[config.mk]
export PLATFORM = sky130hd
export DESIGN_NAME = rd_fifo_dispatcher
export DESIGN_NICKNAME = d
export VERILOG_FILES = /design/src/rtl/rd_fifo_dispatcher_pkg.sv /design/src/rtl/rd_dispatch_tag_dec.sv /design/src/rtl/rd_fifo_dispatcher.sv
export SDC_FILE = /design/constraint.sdc
export NUM_CORES = 1
export LEC_CHECK = 0
export CAP_MARGIN = 20
export CORE_AREA = 2 2 415 417
export DETAILED_ROUTE_END_ITERATION = 6
export DIE_AREA = 0 0 417 419
export DONT_BUFFER_PORTS = 1
export PLACE_DENSITY = 0.32
export REMOVE_ABC_BUFFERS = 1
export SYNTH_ARGS = -nofsm -noshare
export SYNTH_HDL_FRONTEND = slang
export SYNTH_SLANG_ARGS = --single-unit
[constraint.sdc]
create_clock -name sys_clk -period 1.8 [get_ports sys_clk]
set_input_delay 0.36 -clock sys_clk [delete_from_list [all_inputs] [get_ports sys_clk]]
set_output_delay 0.36 -clock sys_clk [all_outputs]
set_load 0.1 [all_outputs]
[src/rtl/rd_fifo_dispatcher_pkg.sv]
// Shared defaults and FSM encoding for the read-return dispatcher.
package rd_fifo_dispatcher_pkg;

  localparam int unsigned RD_CH_NUM    = 6;
  localparam int unsigned RD_DATA_W    = 512;
  localparam int unsigned RD_CID_W     = 3;
  localparam int unsigned RD_LEN_W     = 5;
  localparam int unsigned RD_ERR_CNT_W = 8;

  typedef enum logic [1:0] {
    ST_IDLE     = 2'd0,
    ST_TAG_WAIT = 2'd1,
    ST_XFER     = 2'd2,
    ST_DONE     = 2'd3
  } disp_state_t;

endpackage

[src/rtl/rd_dispatch_tag_dec.sv]
// Combinational tag decode: {cid, len} -> one-hot channel, expanded length, illegal flag.
// A zero length field encodes 2**LEN_W words.
module rd_dispatch_tag_dec
  import rd_fifo_dispatcher_pkg::*;
#(
  parameter int unsigned CH_NUM = RD_CH_NUM,
  parameter int unsigned CID_W  = RD_CID_W,
  parameter int unsigned LEN_W  = RD_LEN_W
) (
  input  logic [CID_W+LEN_W-1:0] tag,
  output logic [CH_NUM-1:0]      ch_onehot,
  output logic [LEN_W:0]         len,
  output logic                   illegal
);

  logic [CID_W-1:0] cid;
  logic [LEN_W-1:0] len_field;

  assign cid       = tag[LEN_W +: CID_W];
  assign len_field = tag[LEN_W-1:0];
  assign len       = {(len_field == '0), len_field};
  assign illegal   = (32'(cid) >= CH_NUM);

  always_comb begin
    ch_onehot = '0;
    for (int i = 0; i < int'(CH_NUM); i++) begin
      if (cid == CID_W'(i)) ch_onehot[i] = 1'b1;
    end
  end

endmodule

[src/rtl/rd_fifo_dispatcher.sv]
// Routes DDR read bursts to per-channel read FIFOs using tags popped in command order.
// Optional macro RD_DISPATCH_ERR_EN enables the sticky illegal-tag flag and counter.
module rd_fifo_dispatcher
  import rd_fifo_dispatcher_pkg::*;
#(
  parameter int unsigned CH_NUM = RD_CH_NUM,
  parameter int unsigned DATA_W = RD_DATA_W,
  parameter int unsigned CID_W  = RD_CID_W,
  parameter int unsigned LEN_W  = RD_LEN_W
) (
  input  logic                      sys_clk,
  input  logic                      sys_rst,
  input  logic [CID_W+LEN_W-1:0]    rd_tag_fifo_dout,
  input  logic                      rd_tag_fifo_empty,
  input  logic                      rd_tag_fifo_valid,
  output logic                      rd_tag_fifo_rd_en,
  input  logic [DATA_W-1:0]         rd_ddr_fifo_dout,
  input  logic                      rd_ddr_fifo_empty,
  input  logic                      rd_ddr_fifo_valid,
  output logic                      rd_ddr_fifo_rd_en,
  input  logic [CH_NUM-1:0]         ch_rd_fifo_afull,
  output logic [CH_NUM-1:0]         ch_rd_fifo_wr_en,
  output logic [DATA_W-1:0]         ch_rd_fifo_din,
  output logic [CH_NUM-1:0]         ch_burst_done_o,
  output logic                      dispatch_busy_o,
  output logic                      err_o,
  output logic [RD_ERR_CNT_W-1:0]   err_cnt_o
);

  localparam int unsigned CNT_W = LEN_W + 1;

  disp_state_t       state, state_nxt;
  logic [CH_NUM-1:0] dec_onehot, ch_sel;
  logic [CNT_W-1:0]  dec_len, len_q, issued, words_left;
  logic              dec_illegal;
  logic              tag_pop_c, data_pop_c, tag_latch_c, ch_afull_c;

  rd_dispatch_tag_dec #(
    .CH_NUM (CH_NUM),
    .CID_W  (CID_W),
    .LEN_W  (LEN_W)
  ) u_tag_dec (
    .tag       (rd_tag_fifo_dout),
    .ch_onehot (dec_onehot),
    .len       (dec_len),
    .illegal   (dec_illegal)
  );

  // Illegal tags carry an empty channel select, so their afull is ignored.
  assign ch_afull_c = |(ch_rd_fifo_afull & ch_sel);

  always_ff @(posedge sys_clk) begin
    if (sys_rst) state <= ST_IDLE;
    else         state <= state_nxt;
  end

  always_comb begin
    state_nxt = state;
    case (state)
      ST_IDLE:     if (!rd_tag_fifo_empty) state_nxt = ST_TAG_WAIT;
      ST_TAG_WAIT: if (rd_tag_fifo_valid) state_nxt = ST_XFER;
      ST_XFER:     if (rd_ddr_fifo_valid && (words_left == CNT_W'(1))) state_nxt = ST_DONE;
      ST_DONE:     state_nxt = ST_IDLE;
      default:     state_nxt = ST_IDLE;
    endcase
  end

  // Pop strobes are combinational so FIFO latency stays at one cycle.
  always_comb begin
    tag_pop_c   = 1'b0;
    data_pop_c  = 1'b0;
    tag_latch_c = 1'b0;
    if (!sys_rst) begin
      case (state)
        ST_IDLE:     tag_pop_c   = !rd_tag_fifo_empty;
        ST_TAG_WAIT: tag_latch_c = rd_tag_fifo_valid;
        ST_XFER:     data_pop_c  = !rd_ddr_fifo_empty && !ch_afull_c && (issued < len_q);
        default:     ;
      endcase
    end
  end

  assign rd_tag_fifo_rd_en = tag_pop_c;
  assign rd_ddr_fifo_rd_en = data_pop_c;

  // Burst context, counters and registered write/done outputs.
  always_ff @(posedge sys_clk) begin
    if (sys_rst) begin
      ch_sel           <= '0;
      len_q            <= '0;
      issued           <= '0;
      words_left       <= '0;
      ch_rd_fifo_wr_en <= '0;
      ch_rd_fifo_din   <= '0;
      ch_burst_done_o  <= '0;
      dispatch_busy_o  <= 1'b0;
    end else begin
      ch_rd_fifo_wr_en <= '0;
      ch_burst_done_o  <= '0;
      dispatch_busy_o  <= (state_nxt != ST_IDLE);
      if (tag_latch_c) begin
        ch_sel     <= dec_illegal ? '0 : dec_onehot;
        len_q      <= dec_len;
        issued     <= '0;
        words_left <= dec_len;
      end
      if (data_pop_c) issued <= issued + CNT_W'(1);
      if ((state == ST_XFER) && rd_ddr_fifo_valid) begin
        words_left <= words_left - CNT_W'(1);
        if (|ch_sel) begin
          ch_rd_fifo_wr_en <= ch_sel;
          ch_rd_fifo_din   <= rd_ddr_fifo_dout;
        end
      end
      if (state == ST_DONE) ch_burst_done_o <= ch_sel;
    end
  end

`ifdef RD_DISPATCH_ERR_EN
  always_ff @(posedge sys_clk) begin
    if (sys_rst) begin
      err_o     <= 1'b0;
      err_cnt_o <= '0;
    end else if (tag_latch_c && dec_illegal) begin
      err_o <= 1'b1;
      if (err_cnt_o != '1) err_cnt_o <= err_cnt_o + RD_ERR_CNT_W'(1);
    end
  end
`else
  assign err_o     = 1'b0;
  assign err_cnt_o = '0;
`endif

endmodule
==> results.py <==
metrics = {
    "run_status": {
        "status": "finished, violations left",
        "violations": "hold timing, slew limit, setup timing",
    },
    "grt": {
        "met1_usage": 0.1415,
        "grt_busiest_layer": "met2",
        "grt_pass1_vias": 20770,
        "grtUsageTotal": 0.1243,
        "globalRoute.totalOverflow": 0,
        "grt_max_degree": 545,
        "met2_usage": 0.2245,
        "antenna_found_initial": 32,
        "grt_first_pass_wirelength_mm": 157.2,
        "grtUsageMet3": 0.03707,
    },
    "power": {
        "power_mw": 29.75,
        "powerDensity_mw_per_mm2": 738.2,
        "leakage_nw": 15.80,
        "peakVddDrop_mv": 0.6341,
    },
    "setup_path": {
        "path_max_fanout": 2,
        "arrival_ps": 2400,
        "r2r_cells": 17,
        "end_kind": "primary output",
        "setup.worst_path.class": "reg2out",
        "worstSetupStartpointType": "flip-flop",
        "crit_required_ps": 1440,
    },
    "sta": {
        "hold_violations": 19,
        "grt_setup_unrepaired": "true",
        "worst_pin_slew_ps": 1914,
        "timing.final.max_slew_violations": 251,
        "setup_viol": 522,
        "clock_skew_ps": 23.71,
        "max_freq_mhz": 362.7,
        "final.min_clock_period_ps": 2757,
        "setup_ws_ps": -957.3,
        "holdWs_ps": -186.4,
        "period_share": 1.532,
        "slew_headroom": -0.2758,
    },
    "place": {
        "place_congestion": 0.8653,
        "place_hpwl_mm": 80.86,
        "port_buffers": 0,
        "dp_slack_ps": -475.6,
    },
    "yosys": {
        "synth_mux_area_frac": 0,
        "ys.flop_type": "dfxtp_1",
        "synthTopCellsByArea": "dfxtp_1 (58%), nand2_1 (20%), a21oi_1 (13%)",
        "syn_area_per_cell_um2": 7.929,
        "seq_area_frac_synth": 0.5751,
        "netlist.area_leader.share": 0.5751,
        "yosysWarningCount": 0,
        "ys_top_cells_by_count": "nand2_1 (1,036), dfxtp_1 (551), a21oi_1 (517)",
        "synth.largest_area_cell": "dfxtp_1",
        "syn_area_mm2": 0.01918,
        "yosysMostFrequentCell": "nand2_1",
        "synth_cell_types": 43,
        "synth_cells": 2419,
        "ys_ff_latch": 551,
        "synth-edff-count": 0,
        "synth-simple-area-share": 0.2219,
        "yosys.area_share.xor_xnor": 0,
        "synthAdderAreaFrac": 0.005219,
        "async_flop_share": 0,
        "synth_compound_area_frac": 0.1531,
        "synth_top_family_by_area": "simple AND/OR/NAND/NOR gates",
    },
    "finish": {
        "multiInputGateArea_mm2": 0.01003,
        "layout-drive-gt1-share": 0.3859,
        "n_fill_cell": 18560,
        "fin_nets": 4160,
        "regArea_mm2": 0.01104,
        "syn_to_final_growth_pct": 110.1,
    },
    "floorplanning": {
        "floorplan.die_area_mm2": 0.1747,
        "num_io_pins": 1068,
        "start_util": 0.1124,
        "core_mm2": 0.1706,
        "die_h_um": 419,
        "die_w_um": 417,
        "fp-row-count": 152,
    },
    "clock_tree": {
        "cts_sinks": 551,
        "numCtsBuffers": 75,
        "clkTransAtPathRegs_ps": 60,
        "cts_tree": "built",
        "cts_buffer_depth": 3,
        "ctsHtreeMaxLevel": 3,
        "clk_root_buffer_cell": "clkbuf_16",
        "clock_latency_ps": 680,
    },
    "routing": {
        "postRouteAntennaNets": 0,
        "drtIter0Drc": 1103,
        "vias": 21760,
        "drc": 0,
        "viasPerCell": 3.675,
        "wl_per_cell_um": 20.97,
        "route.final.wire_length_mm": 124.1,
        "first_pass_iters": 5,
    },
    "min_path": {
        "min_path_cells": 2,
        "hp-class": "in2reg",
    },
    "run": {
        "drv_cap": 0,
    },
}
==> worst paths after layout <==
| kind | start | end | slack, ps |
|---|---|---|---|
| worst max-delay path | len_q[5]$_SDFFE_PP0P_ | rd_ddr_fifo_rd_en | -960 |
| worst min register to register | len_q[5]$_SDFFE_PP0P_ | len_q[5]$_SDFFE_PP0P_ | 450 |
| worst max register to register | ch_sel[0]$_SDFFE_PP0P_ | ch_rd_fifo_din[508]$_SDFFE_PP0P_ | -730 |
| worst min-delay path | rd_ddr_fifo_dout[112] | ch_rd_fifo_din[112]$_SDFFE_PP0P_ | -190 |
==> layout make-up <==
type | count | share of cell area
timing repair buffer | 1303 | 0.3452
sequential | 551 | 0.2740
multi-input combinational | 1678 | 0.2488
tap | 2233 | 0.06932
clock buffer | 112 | 0.05433
clock inverter | 20 | 0.006675
inverter | 11 | 0.001024
antenna | 12 | 0.0007451
==> report_power, final <==
part	internal, mW	switching [mW]
Combinational	1.06	1.05
Clock	9.13	6.22
Sequential	12.3	0.0316
==> state kept, by name (all words and copies together), names as in the netlist <==
name and flops:
ch_burst_done_o 6, ch_rd_fifo_din 512, ch_rd_fifo_wr_en 6, ch_sel 6
dispatch_busy_o 1, issued 6, len_q 6, state 2
words_left 6
==> critical path, stage by stage, from the launching register on <==
cell and delay, ps:
dfxtp_2 330, inv_2 40, ha_4 210, a22o_1 180, a211o_1 260, or3_4 360
nor2_4 150, buf_12 180
==> through the flow <==
stage | instance area (µm²) | instances | util | setup TNS [ps] | hold WS (ps)
2_1_floorplan | 18400 | 2240 | - | -5342450 | 422.5
3_3_place_gp | 26390 | 5110 | 0.1547 | -9105 | 436.1
3_5_place_dp | 26390 | 5110 | 0.1547 | -13500 | 441.3
4_1_cts | 36260 | 5832 | 0.2126 | -77970 | -310.7
5_1_grt | 40300 | 5918 | 0.2362 | -356620 | -285.1
6_report | 40300 | 5920 | 0.2363 | -315410 | -186.4
==> per-layer routing <==
metal / vias up / share of wire
met3: 220 / 0.061
met1: 10480 / 0.38
met2: 720 / 0.52
met4: 34 / 0.030
li1: 10300 / -
met5: - / 0.0017
==> placed cells by master, fill, tap and decap left out, drive strengths merged, types with 6 or more instances in the layout <==
| master | instances |
|---|---|
| dlygate4sd3 | 522 |
| buf | 734 |
| clkinv | 10 |
| nor3b | 10 |
| a22o | 7 |
| a21oi | 517 |
| diode | 12 |
| ha | 8 |
| and2 | 6 |
| inv | 15 |
| dfxtp | 551 |
| a31oi | 6 |
| clkbuf | 156 |
| conb | 9 |
| nand2b | 6 |
| o21ai | 11 |
| nor2 | 17 |
| nor3 | 6 |
| nand2 | 1036 |
==> cells by family after synthesis <==
| family | count (synthesis) |
|---|---|
| and+or+nand+nor | 1098 |
| AOI/OAI and AO/OA | 563 |
| DFF | 551 |
| buffers and inverters | 198 |
| adders and majority gates | 8 |
| other | 1 |
==> what timing repair did <==
action / 4_1_cts / 5_1_grt
buffers inserted: 38 / 34
pin swaps: 30 / 256
endpoints found under the setup margin: 416 / 580
cloned: 35 / 53
resized for setup: 220 / 737
hold endpoints to repair: 545 / 150
hold buffers: 518 / 4
(Power assumes the default switching activity.)
